## config.mk

```make
export PLATFORM = sky130hd
export DESIGN_NAME = life_sequencer
export DESIGN_NICKNAME = d
export VERILOG_FILES = /design/src/rtl/life_sequencer.sv
export SDC_FILE = /design/constraint.sdc
export NUM_CORES = 1
export LEC_CHECK = 0
export BUFFER_PORTS_ARGS = -buffer_cell sky130_fd_sc_hd__buf_2
export CAP_MARGIN = 20
export CORE_UTILIZATION = 53
export DETAILED_ROUTE_END_ITERATION = 7
export PLACE_DENSITY_LB_ADDON = 0.15
export SLEW_MARGIN = 10
export SYNTH_ARGS = -nofsm -noshare
export SYNTH_HDL_FRONTEND = slang
export SYNTH_SLANG_ARGS = --single-unit
```

## constraint.sdc

```tcl
create_clock -name clk -period 2 [get_ports clk]
set_input_delay 0.4 -clock clk [delete_from_list [all_inputs] [get_ports clk]]
set_output_delay 0.4 -clock clk [all_outputs]
set_load 0.01 [all_outputs]
```

## src/rtl/life_sequencer.sv

```systemverilog
// Run/pause/step controller for the Conway cell array: button debounce, LOAD/RUN/PAUSED/STEP FSM,
// generation counter and LED column scan. Define STALL_DETECT_EN to pause automatically on a static grid.
module life_sequencer #(
    parameter int N               = 5,
    parameter int GAME_DIVIDER    = 22,
    parameter int DISPLAY_DIVIDER = 14,
    parameter int DEBOUNCE_BITS   = 16,
    parameter int GEN_W           = 16
) (
    input  logic                 clk,
    input  logic                 rst,
    input  logic                 btn_run,
    input  logic                 btn_step,
    input  logic [N*N-1:0]       cells,
    output logic                 cell_ena,
    output logic                 cell_load,
    output logic [$clog2(N):0]   x,
    output logic                 running,
    output logic [GEN_W-1:0]     generation,
    output logic                 stalled
);
    localparam int XW = $clog2(N) + 1;
    localparam logic [XW-1:0] X_LAST = XW'(N - 1);

    typedef enum logic [1:0] {S_LOAD, S_RUN, S_PAUSED, S_STEP} state_t;

    state_t                     state, next_state;
    logic [GAME_DIVIDER-1:0]    tick;
    logic [DISPLAY_DIVIDER-1:0] dwell;
    logic [1:0]                 sync1, sync2, level, level_d;
    logic [DEBOUNCE_BITS-1:0]   db_cnt [2];
    logic                       run_ev, step_ev, both_ev, stall_hit;

    // Bit 0 = run button, bit 1 = step button. The counter restarts whenever the
    // synchronised input falls back to the registered level.
    always_ff @(posedge clk) begin
        if (!rst) begin
            sync1   <= '0;
            sync2   <= '0;
            level   <= '0;
            level_d <= '0;
            for (int unsigned i = 0; i < 2; i++) db_cnt[i] <= '0;
        end else begin
            sync1   <= {btn_step, btn_run};
            sync2   <= sync1;
            level_d <= level;
            for (int unsigned i = 0; i < 2; i++) begin
                if (sync2[i] == level[i]) begin
                    db_cnt[i] <= '0;
                end else if (db_cnt[i] == '1) begin
                    level[i]  <= sync2[i];
                    db_cnt[i] <= '0;
                end else begin
                    db_cnt[i] <= db_cnt[i] + DEBOUNCE_BITS'(1);
                end
            end
        end
    end

    assign run_ev  = level[0] & ~level_d[0];
    assign step_ev = level[1] & ~level_d[1];
    assign both_ev = run_ev & step_ev;

    always_comb begin
        next_state = state;
        cell_ena   = 1'b0;
        case (state)
            S_LOAD:   next_state = S_RUN;
            S_RUN: begin
                cell_ena = (tick == '1);
                if (both_ev)     next_state = S_LOAD;
                else if (run_ev) next_state = S_PAUSED;
            end
            S_PAUSED: begin
                if (both_ev)      next_state = S_LOAD;
                else if (run_ev)  next_state = S_RUN;
                else if (step_ev) next_state = S_STEP;
            end
            S_STEP: begin
                cell_ena   = 1'b1;
                next_state = both_ev ? S_LOAD : S_PAUSED;
            end
            default:  next_state = S_LOAD;
        endcase
        if (stall_hit && next_state != S_LOAD) next_state = S_PAUSED;
        // Reset kills the strobe in the very cycle it is asserted.
        if (!rst) cell_ena = 1'b0;
        cell_load = !rst || (state == S_LOAD);
        running   = (state == S_RUN);
    end

    always_ff @(posedge clk) begin
        if (!rst) begin
            state      <= S_LOAD;
            tick       <= '0;
            dwell      <= '0;
            x          <= '0;
            generation <= '0;
        end else begin
            state <= next_state;
            tick  <= (state == S_RUN && next_state == S_RUN) ? tick + GAME_DIVIDER'(1) : '0;
            dwell <= dwell + DISPLAY_DIVIDER'(1);
            if (dwell == '1) x <= (x == X_LAST) ? '0 : x + XW'(1);
            if (state == S_LOAD)  generation <= '0;
            else if (cell_ena)    generation <= generation + GEN_W'(1);
        end
    end

`ifdef STALL_DETECT_EN
    logic [N*N-1:0] prev;
    logic           check;

    // One cycle after the strobe the cells hold the new generation; compare it to the snapshot.
    assign stall_hit = check && (cells == prev);

    always_ff @(posedge clk) begin
        if (!rst) begin
            prev    <= '0;
            check   <= 1'b0;
            stalled <= 1'b0;
        end else begin
            check <= cell_ena;
            if (cell_ena) prev <= cells;
            if (stall_hit)                     stalled <= 1'b1;
            else if (state == S_LOAD || run_ev) stalled <= 1'b0;
        end
    end
`else
    logic unused_cells;

    assign unused_cells = ^cells;
    assign stall_hit    = 1'b0;
    assign stalled      = 1'b0;
`endif

endmodule

```

* Word-level counts from Yosys, hierarchy flattened *
Memories as Yosys holds them, arrays and structs flattened.
Index checks and enable logic that the tools add are counted.

storage, ports and cells
  word-level logic and storage cells = 89
  output and inout port bits = 24
  bits of input ports = 29
  memories = 1
  register bits = 66
  memory bits (writable) = 32

operators by class
  $add $sub $neg = 6
  reductions and logical operators = 8
  equal/unequal tests = 11
  mux-type cells = 39
  bitwise operators = 14

memories
  memory  depth  width  rd ports  clocked after memory_dff  write ports  RTL line  source
  db_cnt  2      16     2         0                         2            31        logic [DEBOUNCE_BITS-1:0] db_cnt [2];

operators with widths
  cell                   count
  $mux 16                6
  $add 16x1->16 const B  3
  $eq 16x16->1 const B   2
  $mux 1                 24
  $add 22x1->22 const B  1
  $eq 22x22->1 const B   1
  $add 14x1->14 const B  1
  $eq 14x14->1 const B   1
  $mux 2                 6
  $pmux 2 s4             1
  $or 1x1->1             6
  $reduce_and 2->1       3
  $not 1->1              5
  $add 4x1->4 const B    1
  $eq 2x1->1 const B     2
  $eq 2x2->1 const B     2
  $eq 4x3->1 const B     1
  $mux 4                 1
  $and 1x1->1            3
  $eq 1x1->1             2
  $logic_not 2->1        1
  $pmux 1 s2             1
  $reduce_or 2->1        1
  $logic_and 1x1->1      1
  2 further kinds        2

* Longest topological paths before layout *
  depth in word-level cells = 9
  mapped depth = 8
  depth with buffers taken out = 6

* Worst setup path before layout *
Ideal clock, no wire load.

  path type = register to register
  start point = mem db_cnt[1][0]
  end point = mem db_cnt[1][7], data pin
  cell stages (with the launch flop) = 9
  buffers on the path = 2
  setup slack = 80 ps
  required time = 1,746 ps
  clock period less this slack = 1,920 ps
  arrival time = 1,665 ps
  setup time = 254 ps
  cells stage by stage = edfxtp_1 ha_1 nand2_1 nor4_1 and3_1 or2_2 buf_2 buf_4 nor2_1

RTL lines
  what                RTL line
  start: declaration  31

* Worst setup path after layout *
  start point = reg tick[12]
  end point = out cell_ena

between the ends
  cells in the longest elaborated chain, start to end = 3

RTL lines
  what                      RTL line  source
  start: declaration        28        logic [GAME_DIVIDER-1:0] tick;
  start signal: assignment  101       tick <= (state == S_RUN && next_state == S_RUN) ? tick + GAME_DIVIDER'(1) : '0;
  $eq 22x22->1              70        cell_ena = (tick == '1);
  $pmux 1 s2                67        case (state)
  $mux 1                    87        if (!rst) cell_ena = 1'b0;
  end: declaration          15        output logic cell_ena,

Every way passes these cells.

==> flow_metrics.tcl <==
set metrics [dict create \
    status "complete, no violations" \
    startpoint "tick[12]$_SDFF_PN0_" \
    fin_tns_setup_ps 0 \
    core_area_um2 8680 \
    portBuffers 26 \
    regArea_um2 2290 \
    setup_violations 0 \
    cap_violations 0 \
    cpPeakStageDelay_ps 380 \
    rows 34 \
    nFillCells 765 \
    crit_arrival_ps 1520 \
    max_freq_mhz 520 \
    hold_viol 0 \
    final.setup_skew_ps 14.9 \
    die_x_um 96.3 \
    r2r_setup_slack_ps 150 \
    ys_types 42 \
    finish.utilization_pct 62.0 \
    worstPathMaxFanout 4 \
    num_vias 3651 \
    crit_path_end_kind "output port" \
    cts_tree "built" \
    leakage_nw 1.97 \
    powerDensity_nw_per_um2 630 \
    firstDrtPassIters 4 \
    required_ps 1600 \
    place_congestion 0.777 \
    async_flop_share_pct 0 \
    finalInstanceArea_um2 5380 \
    gr-total-overflow 0 \
    wl_per_cell_um 12.1 \
    maxSlewViolCount 0 \
    finalPower_w 0.00339 \
    worstSetupPathType "register to output port" \
    reg2reg_to "generation[12]$_SDFFE_PP0P_" \
    hold_path_class "primary input to register" \
    ctsRootBufferMaster "clkbuf_8" \
    antenna_left 0 \
    ctsHoldBuffers 0 \
    clock-sinks 98 \
    grt_pass1_wl_um 13900 \
    cp-endpoint "cell_ena" \
    cts_buffers 9 \
    finalCritPeriodShare_pct 96.1 \
    grt_max_degree 27 \
    yosysSeqAreaShare_pct 48.5 \
    start_util_pct 54.3 \
    grt_antenna_before_repair 0 \
    nets 612 \
    yosysWarnings 0 \
    rr_startpoint "tick[12]$_SDFF_PN0_" \
    rsz0062_at_grt "yes" \
    die_h_um 96.3 \
    syn_inst 506 \
    drtIter0Drc 165 \
    vdd_drop_max_v 0.000304 \
    ioPinCount 53 \
    syn_avg_cell_area_um2 9.31 \
    hpwlAfterDp_um 5890 \
    drive_gt1_share_pct 13.9 \
    tightest_slew_ps 722 \
    cp_slowest_cell "dfxtp_2" \
    maxSlewHeadroom_pct 51.9 \
    die_area_um2 9270 \
    startpoint_type "register" \
    r2r_cells 6 \
    wirelength_um 8350 \
    grt_pass1_vias 3263 \
    diodes 0 \
    path_clk_slew_ps 90 \
    htreeDepth 3 \
    clock_latency_ps 350 \
    clk_path_buf_depth 2 \
    yosys_most_used_dff "dfxtp_1" \
    area_growth_pct 14.3 \
    placement.cell_area_um2 5150 \
    synth_edf_count 32 \
    holdWs_ps 259 \
    multi_input_comb_area_um2 2470 \
    via_per_inst 5.30 \
    syn_area_um2 4710 \
    drc 0 \
    cp_cell_sequence "nand3_4 > nor4_4 > a31oi_4 > nor2_1 > buf_2" \
    yosys_register_bits 98 \
    grt_usage_pct 18.9 \
    layout_min_cycle_time_ps 1920 \
]
cell usage after synthesis (10+ instances only):
cell type   n  area, um2
nor2_1     76        285
dfxtp_1    66       1320
and3_1     13       81.3
edfxtp_1   32        961
nor2b_1    16        100
clkbuf_1   11       41.3
xor2_1     32        280
nand3_1    37        185
a21oi_1    10       50.1
and2_1     19        119
nand4_1    17        106
nand2_1    47        176
xnor2_1    28        245
critical path: cells and delay by family (launching register included):
kind / cells / cell delay [ps]
AND/OR/NAND/NOR: 3 / 540
flip-flops: 1 / 380
buffers and inverters: 1 / 130
AO/OA/AOI/OAI: 1 / 120
report_power, final:
part / switching (W) / internal, W / leakage, nW
Combinational: 0.0000742 / 0.0000454 / 1.01
Sequential: 0.0000341 / 0.00209 / 0.868
Clock: 0.000649 / 0.000501 / 0.0907
cell families (layout without fill, tap and decap cells):
family	Yosys count	count (layout)	synth area share [%]
flops	98	98	48.5
buf+inv	26	70	2.28
simple gates	267	267	29.0
other cells	2	33	0.159
xor+xnor	60	60	11.2
compound gates	37	37	5.18
fa+ha+maj	7	7	1.86
mux	9	9	1.91
cell usage in the layout, fill, tap and decap left out, drive strengths merged, types with 3 or more instances in the layout:
| master | Yosys | final |
|---|---|---|
| conb | 2 | 33 |
| nor4 | 9 | 9 |
| nand2 | 47 | 47 |
| nand4 | 17 | 17 |
| dfxtp | 66 | 66 |
| xnor2 | 28 | 28 |
| o21ai | 3 | 3 |
| nor2b | 16 | 16 |
| or3 | 4 | 4 |
| or2 | 4 | 4 |
| and3 | 13 | 13 |
| o31ai | 4 | 4 |
| inv | 8 | 10 |
| or4 | 4 | 4 |
| clkbuf | 11 | 12 |
| and2 | 19 | 19 |
| mux2i | 9 | 9 |
| edfxtp | 32 | 32 |
| ha | 7 | 7 |
| o211ai | 8 | 8 |
| a21oi | 10 | 10 |
| buf | 7 | 46 |
| nor3 | 9 | 9 |
| and4 | 6 | 6 |
| xor2 | 32 | 32 |
| nand3 | 38 | 38 |
| a31oi | 4 | 4 |
| nor2 | 76 | 76 |
final cells by class:
type / count / share of cell area (%)
inverters: 8 / 0.558
clock inverters: 4 / 0.465
well taps: 108 / 2.51
clock buffers: 12 / 2.77
repair buffers: 46 / 5.21
flip-flops and latches: 98 / 42.6
multi-input cells: 413 / 45.8
flip-flops by register name, summed over array words and instances, names as in the netlist:
register	flops
level_d	2
x	4
dwell	14
generation	16
tick	22
level	2
sync1	2
db_cnt	32
state	2
sync2	2
timing repair:
item | in CTS | in global routing
pin swaps | 2 | 1
gates resized for setup | 5 | 10
endpoints found under the setup margin | 1 | 31
buffers inserted | 1 | 1
hold endpoints to repair | 0 | 0
cloned | 0 | 0
how the worst min path moves through the flow:
stage | start | to | slack [ps] | cells after the start
3_3_place_gp | sync1[0]$_SDFF_PN0_ | sync2[0]$_SDFF_PN0_ | 420 | 1
6_report | btn_step | sync1[1]$_SDFF_PN0_ | 260 | 2
5_1_grt | btn_step | sync1[1]$_SDFF_PN0_ | 250 | 2
3_5_place_dp | sync1[0]$_SDFF_PN0_ | sync2[0]$_SDFF_PN0_ | 420 | 1
2_1_floorplan | sync1[0]$_SDFF_PN0_ | sync2[0]$_SDFF_PN0_ | 410 | 1
4_1_cts | btn_step | sync1[1]$_SDFF_PN0_ | 250 | 2
layer usage:
| layer | part of all wire, % | GRT usage [%] |
|---|---|---|
| met1 | 48 | 24.0 |
| met2 | 48 | 32.2 |
| met3 | 2.7 | 3.48 |
| met4 | 1.2 | 6.72 |
| met5 | 0 | 0 |
through the flow:
step	cells	setup WS (ps)
3_3_place_gp	671	113
6_report	689	78.7
3_5_place_dp	671	76.5
5_1_grt	689	-44.4
4_1_cts	688	5.82
2_1_floorplan	537	80.2
No activity file was read; power rests on OpenSTA's default activity.
